<file path="src/rtl/updown_counter_nbit_pkg.sv">
// rtl/updown_counter_nbit_pkg.sv - shared types, defaults and step decode for the up/down counter
package updown_counter_nbit_pkg;

   typedef enum logic {
      MODE_WRAP = 1'b0,
      MODE_SAT  = 1'b1
   } mode_e;

   typedef enum logic [1:0] {
      STEP_NONE = 2'd0,
      STEP_UP   = 2'd1,
      STEP_DN   = 2'd2
   } step_e;

   localparam int DEFAULT_WIDTH       = 4;
   localparam int DEFAULT_MOD         = 16;
   localparam int DEFAULT_SYNC_STAGES = 2;

   // Opposite triggers in the same cycle cancel to no step at all.
   function automatic step_e decode_step(input logic up, input logic dn);
      step_e s;
      s = STEP_NONE;
      if (up && !dn) begin
         s = STEP_UP;
      end else if (dn && !up) begin
         s = STEP_DN;
      end
      return s;
   endfunction

endpackage

</file>
<file path="src/rtl/updown_counter_nbit_if.sv">
// rtl/updown_counter_nbit_if.sv - control and status bundle between counter and its user
interface updown_counter_nbit_if
   import updown_counter_nbit_pkg::*;
#(
   parameter int WIDTH = DEFAULT_WIDTH
);
   logic             x_up;
   logic             x_dn;
   logic             mode_sat;
   logic             clr;
   logic             load;
   logic [WIDTH-1:0] load_val;
   logic [WIDTH-1:0] count;
   logic             wrap_pulse;
   logic             at_bound;

   modport master (
      output x_up, x_dn, mode_sat, clr, load, load_val,
      input  count, wrap_pulse, at_bound
   );

   modport slave (
      input  x_up, x_dn, mode_sat, clr, load, load_val,
      output count, wrap_pulse, at_bound
   );
endinterface

</file>
<file path="src/rtl/edge_sync_detect.sv">
// rtl/edge_sync_detect.sv - synchroniser plus registered one-cycle rising-edge pulse
module edge_sync_detect
   import updown_counter_nbit_pkg::*;
#(
   parameter int SYNC_STAGES = DEFAULT_SYNC_STAGES
) (
   input  logic clk,
   input  logic rst,
   input  logic x,
   output logic trig
);
   logic [SYNC_STAGES-1:0] sync_q;
   logic                   prev_q;
   logic                   trig_q;

   // History clears on reset, so a level already high at release counts once.
   always_ff @(posedge clk or negedge rst) begin
      if (!rst) begin
         sync_q <= '0;
         prev_q <= 1'b0;
         trig_q <= 1'b0;
      end else begin
         sync_q <= {sync_q[SYNC_STAGES-2:0], x};
         prev_q <= sync_q[SYNC_STAGES-1];
         trig_q <= sync_q[SYNC_STAGES-1] & ~prev_q;
      end
   end

   assign trig = trig_q;
endmodule

</file>
<file path="src/rtl/updown_counter_nbit.sv">
// rtl/updown_counter_nbit.sv - modulo up/down counter stepped by synchronised input edges
module updown_counter_nbit
   import updown_counter_nbit_pkg::*;
#(
   parameter int WIDTH       = DEFAULT_WIDTH,
   parameter int MOD         = DEFAULT_MOD,
   parameter int SYNC_STAGES = DEFAULT_SYNC_STAGES
) (
   input  logic                  clk,
   input  logic                  rst,
   updown_counter_nbit_if.slave  bus
);
   localparam logic [WIDTH:0]   MOD_X = (WIDTH+1)'(MOD);
   localparam logic [WIDTH-1:0] TOP_C = WIDTH'(MOD - 1);

   logic             up_trig;
   logic             dn_trig;
   logic [WIDTH-1:0] count_q;
   logic [WIDTH-1:0] count_d;
   logic             wrap_q;
   logic             wrap_d;
   logic [WIDTH:0]   cur_x;
   logic [WIDTH:0]   inc_x;
   logic [WIDTH:0]   load_x;
   mode_e            mode;
   step_e            step;

   edge_sync_detect #(.SYNC_STAGES(SYNC_STAGES)) u_up_sync (
      .clk  (clk),
      .rst  (rst),
      .x    (bus.x_up),
      .trig (up_trig)
   );

   edge_sync_detect #(.SYNC_STAGES(SYNC_STAGES)) u_dn_sync (
      .clk  (clk),
      .rst  (rst),
      .x    (bus.x_dn),
      .trig (dn_trig)
   );

   // One extra bit keeps the increment and the load comparison free of overflow when MOD == 2**WIDTH.
   always_comb begin
      cur_x   = {1'b0, count_q};
      inc_x   = cur_x + (WIDTH+1)'(1);
      load_x  = {1'b0, bus.load_val};
      mode    = mode_e'(bus.mode_sat);
      step    = decode_step(up_trig, dn_trig);
      count_d = count_q;
      wrap_d  = 1'b0;

      if (bus.clr) begin
         count_d = '0;
      end else if (bus.load) begin
         count_d = (load_x >= MOD_X) ? TOP_C : bus.load_val;
      end else begin
         case (step)
            STEP_UP: begin
               if (inc_x >= MOD_X) begin
                  if (mode == MODE_WRAP) begin
                     count_d = '0;
                     wrap_d  = 1'b1;
                  end
               end else begin
                  count_d = inc_x[WIDTH-1:0];
               end
            end
            STEP_DN: begin
               if (count_q == '0) begin
                  if (mode == MODE_WRAP) begin
                     count_d = TOP_C;
                     wrap_d  = 1'b1;
                  end
               end else begin
                  count_d = count_q - WIDTH'(1);
               end
            end
            default: begin
               count_d = count_q;
            end
         endcase
      end
   end

   always_ff @(posedge clk or negedge rst) begin
      if (!rst) begin
         count_q <= '0;
         wrap_q  <= 1'b0;
      end else begin
         count_q <= count_d;
         wrap_q  <= wrap_d;
      end
   end

   assign bus.count      = count_q;
   assign bus.wrap_pulse = wrap_q;
   assign bus.at_bound   = (count_q == '0) || (count_q == TOP_C);
endmodule
</file>
<file path="src/flat_wrapper.sv">
// flat-port wrapper written by rule: the top's interface ports become plain ports
module updown_counter_nbit_flat import updown_counter_nbit_pkg::*;
#(
   parameter int WIDTH       = DEFAULT_WIDTH,
   parameter int MOD         = DEFAULT_MOD,
   parameter int SYNC_STAGES = DEFAULT_SYNC_STAGES
)
  (clk, rst, bus_x_up, bus_x_dn, bus_mode_sat, bus_clr, bus_load, bus_load_val, bus_count, bus_wrap_pulse, bus_at_bound);
  updown_counter_nbit_if #(.WIDTH(WIDTH)) bus_i ();
  input  logic clk;
  input  logic rst;
  input wire logic [$bits(bus_i.x_up)-1:0] bus_x_up;
  input wire logic [$bits(bus_i.x_dn)-1:0] bus_x_dn;
  input wire logic [$bits(bus_i.mode_sat)-1:0] bus_mode_sat;
  input wire logic [$bits(bus_i.clr)-1:0] bus_clr;
  input wire logic [$bits(bus_i.load)-1:0] bus_load;
  input wire logic [$bits(bus_i.load_val)-1:0] bus_load_val;
  output wire logic [$bits(bus_i.count)-1:0] bus_count;
  output wire logic [$bits(bus_i.wrap_pulse)-1:0] bus_wrap_pulse;
  output wire logic [$bits(bus_i.at_bound)-1:0] bus_at_bound;
  assign bus_i.x_up = bus_x_up;
  assign bus_i.x_dn = bus_x_dn;
  assign bus_i.mode_sat = bus_mode_sat;
  assign bus_i.clr = bus_clr;
  assign bus_i.load = bus_load;
  assign bus_i.load_val = bus_load_val;
  assign bus_count = bus_i.count;
  assign bus_wrap_pulse = bus_i.wrap_pulse;
  assign bus_at_bound = bus_i.at_bound;
  updown_counter_nbit #(.WIDTH(WIDTH), .MOD(MOD), .SYNC_STAGES(SYNC_STAGES)) u_core (.clk(clk), .rst(rst), .bus(bus_i));
endmodule
</file>
<file path="config.mk">
export PLATFORM = sky130hd
export DESIGN_NAME = updown_counter_nbit_flat
export DESIGN_NICKNAME = d
export VERILOG_FILES = /design/src/rtl/updown_counter_nbit_pkg.sv /design/src/rtl/updown_counter_nbit_if.sv /design/src/rtl/edge_sync_detect.sv /design/src/rtl/updown_counter_nbit.sv /design/src/flat_wrapper.sv
export SDC_FILE = /design/constraint.sdc
export NUM_CORES = 1
export LEC_CHECK = 0
export CAP_MARGIN = 20
export CELL_PAD_IN_SITES_DETAIL_PLACEMENT = 0
export CELL_PAD_IN_SITES_GLOBAL_PLACEMENT = 1
export CORE_MARGIN = 1
export CORE_UTILIZATION = 30
export CTS_CLUSTER_SIZE = 12
export DETAILED_ROUTE_END_ITERATION = 16
export PLACE_DENSITY = 0.67
export SLEW_MARGIN = 15
export SYNTH_ARGS = -nofsm -noshare
export SYNTH_HDL_FRONTEND = slang
export SYNTH_HIERARCHICAL = 1
export SYNTH_SLANG_ARGS = --single-unit
</file>
<file path="constraint.sdc">
create_clock -name clk -period 5.3 [get_ports clk]
set_input_delay 1.325 -clock clk [delete_from_list [all_inputs] [get_ports clk]]
set_output_delay 1.325 -clock clk [all_outputs]
set_load 0.05 [all_outputs]
</file>
==> flow_summary.json <==
{
  "status": "finished clean",
  "fin_nets": 101,
  "crit_end": "bus_at_bound",
  "critPathSlowestCell": "clkdlybuf4s50_1",
  "die_w_um": 51.9,
  "period_needed_ns": 3.47,
  "start_util": 0.328,
  "max_slew_margin": 0.621,
  "power_leakage_uw": 0.000378,
  "r2r_cells": 6,
  "final_common_cell": "clkdlybuf4s50_1",
  "crit_chain": "inv_1 > ha_1 > nand3_1 > nand2_1 > clkdlybuf4s50_1",
  "root_buffer": "clkbuf_4",
  "cts_made_buffers": 3,
  "grt_usage": 0.129,
  "clock-sinks": 13,
  "die_h_um": 51.9,
  "min_path_cells": 0,
  "diodes": 0,
  "tightest_slew_ns": 0.566,
  "crit_fanout": 9,
  "ys_seq_elements": 13,
  "hp-class": "reg2reg",
  "met1_length_um": 704,
  "dpl.cell_count": 109,
  "syn_area_um2": 747,
  "cp-end-kind": "primary output",
  "crit_path_start": "u_core/bus.count[0]",
  "critical_path_required_ns": 3.97,
  "drive_gt1_frac": 0.118,
  "clk_pin_slew_worst_paths_ns": 0.08,
  "fmax_mhz": 288,
  "vias": 568,
  "h-tree-depth": 1,
  "cp-start-kind": "flop",
  "criticalPathCategory": "reg2out",
  "drt_iter0_markers": 5,
  "slew_violations": 0,
  "wl_met2_um": 576,
  "ir_drop_uv": 105,
  "grt_max_degree": 14,
  "synth_seq_area_share": 0.436,
  "ctsLongestPathBuffers": 2,
  "rsz0062_at_grt": "false",
  "synth_cells": 68,
  "avgSynthCellArea_um2": 11.0,
  "maxCapViolations": 0,
  "first_pass_iters": 4,
  "antenna_found_initial": 0,
  "stdcell_count": 113,
  "clk_latency_ns": 0.27,
  "via_per_inst": 5.03,
  "place_congestion": 0.757,
  "setup_tns_ns": 0,
  "reg2reg_from": "u_core/bus.count[0]",
  "die_area_um2": 2690,
  "critPathArrivalTime_ns": 2.14,
  "grt_pass1_vias": 531,
  "cts_setup_buffers": 0,
  "wl_per_cell_um": 12.5,
  "skew_ns": 0.00832,
  "p_per_area_nw_per_um2": 266,
  "synth.distinct_cells": 32,
  "cts_tree": "built",
  "drt-total-wl_mm": 1.41,
  "hold_viol_final": 0,
  "grt_overflow": 0,
  "hold_buffers": 0,
  "port_buffers": 16,
  "drc": 0,
  "area_growth_pct": 26.0,
  "reg2reg_to": "u_core/bus.count[3]",
  "wl_met3_um": 89,
  "final_cell_mix": "clkdlybuf4s50_1, dfrtp_1, inv_1",
  "critPathMaxStageDelay_ns": 0.80,
  "core_area_um2": 2280,
  "fillers": 232,
  "crit_buf_inv": 2,
  "fin_crit_sh": 0.655,
  "cts_resized": 0,
  "grt_pass1_wl_mm": 2.46,
  "synth.net_count": 83,
  "top_layer_used": "met4",
  "cp_num_cells": 5,
  "io_pins": 17,
  "r2r_slack_ns": 3.37,
  "crit_family": "buffers and inverters",
  "rows": 17,
  "setup_violations": 0,
  "ant_nets": 0,
  "synth_warnings": 6,
  "detailed_place_hpwl_mm": 1.06
}
## worst register-to-register path: stages, from the launching register on
cell       delay, ns
dfrtp_1         0.47
inv_1           0.11
ha_1            0.30
nand4bb_4       0.15
a311oi_4        0.49
a21oi_2         0.06
a221oi_2        0.25
## how the worst min path moves through the flow
stage	startpoint	to	slack (ns)
floorplan	u_core/u_dn_sync/sync_q[0]	u_core/u_dn_sync/sync_q[1]	0.33
global placement	u_core/u_dn_sync/sync_q[0]	u_core/u_dn_sync/sync_q[1]	0.33
detailed placement	u_core/u_up_sync/sync_q[0]	u_core/u_up_sync/sync_q[1]	0.34
CTS	u_core/u_up_sync/sync_q[0]	u_core/u_up_sync/sync_q[1]	0.35
global route	u_core/u_dn_sync/sync_q[0]	u_core/u_dn_sync/sync_q[1]	0.36
finish	u_core/u_dn_sync/sync_q[0]	u_core/u_dn_sync/sync_q[1]	0.35
## state kept, by name, summed over array words and instances (netlist names)
name	cells
u_core/u_up_sync/trig	1
u_core/u_up_sync/prev_q	1
u_core/u_dn_sync/prev_q	1
u_core/bus.count	4
u_core/bus.wrap_pulse	1
u_core/u_dn_sync/trig	1
u_core/u_dn_sync/sync_q	2
u_core/u_up_sync/sync_q	2
## synthesized netlist by cell type
cell | count | area share
buf_2 | 1 | 0.0067
a311oi_4 | 1 | 0.035
nand2b_1 | 1 | 0.0084
buf_6 | 2 | 0.030
nor2b_1 | 1 | 0.0084
nor3_1 | 1 | 0.0067
xnor2_1 | 1 | 0.012
a21oi_1 | 4 | 0.027
a221oi_2 | 1 | 0.020
ha_1 | 4 | 0.067
nor2_1 | 4 | 0.020
nor2b_4 | 2 | 0.037
o32ai_1 | 1 | 0.012
a211oi_1 | 1 | 0.010
or2_4 | 1 | 0.012
o31a_1 | 1 | 0.012
o21ai_0 | 3 | 0.020
a31oi_1 | 1 | 0.0084
o311ai_0 | 1 | 0.012
dfrtp_1 | 13 | 0.44
nand4bb_4 | 1 | 0.037
nand2_1 | 4 | 0.020
and3_1 | 1 | 0.0084
o41ai_1 | 1 | 0.012
inv_1 | 8 | 0.040
nand3_1 | 2 | 0.013
a21oi_2 | 1 | 0.012
nand4_1 | 1 | 0.0084
a221o_1 | 1 | 0.013
o31ai_1 | 1 | 0.010
or4b_1 | 1 | 0.013
mux2i_1 | 1 | 0.013
## per-layer routing
layer,global-route usage,vias up
met5,0,-
met4,0.0811,0
met3,0.0468,5
met2,0.179,17
met1,0.168,265
li1,-,281
## logic make-up after synthesis
logic type               share of synthesized area
flip-flops                                   0.436
buffers and inverters                       0.0770
XOR/XNOR                                    0.0117
AO/OA/AOI/OAI                                0.203
multiplexers                                0.0134
adder cells (fa/ha/maj)                     0.0670
AND/OR/NAND/NOR                              0.193
## layout make-up
cell class                 instances  area [um^2]  area share
tap                               28         35.0      0.0372
clock buffer                       4         26.3      0.0279
inverter                           8         30.0      0.0319
sequential                        13          325       0.346
timing repair buffer              16          160       0.170
multi-input combinational         44          364       0.387
## report_power, final
group / total (uW) / internal, uW / switching [uW]
logic: 76.0 / 32.6 / 43.4
clock network: 59.4 / 29.1 / 30.3
registers: 115 / 106 / 9.14
total: 250 / 167 / 82.8
## stage by stage
step / hold WS [ns] / total power (uW) / util / instance area (um^2) / setup slack [ns]
after floorplan: 0.331 / 168 / - / 747 / 2.47
after global placement: 0.332 / 193 / 0.402 / 915 / 2.11
after detailed placement: 0.337 / 193 / 0.402 / 915 / 2.15
after CTS: 0.353 / 254 / 0.413 / 941 / 1.81
after global routing: 0.363 / 266 / 0.413 / 941 / 1.72
final: 0.355 / 250 / 0.413 / 941 / 1.83
(Power assumes the default switching activity.)
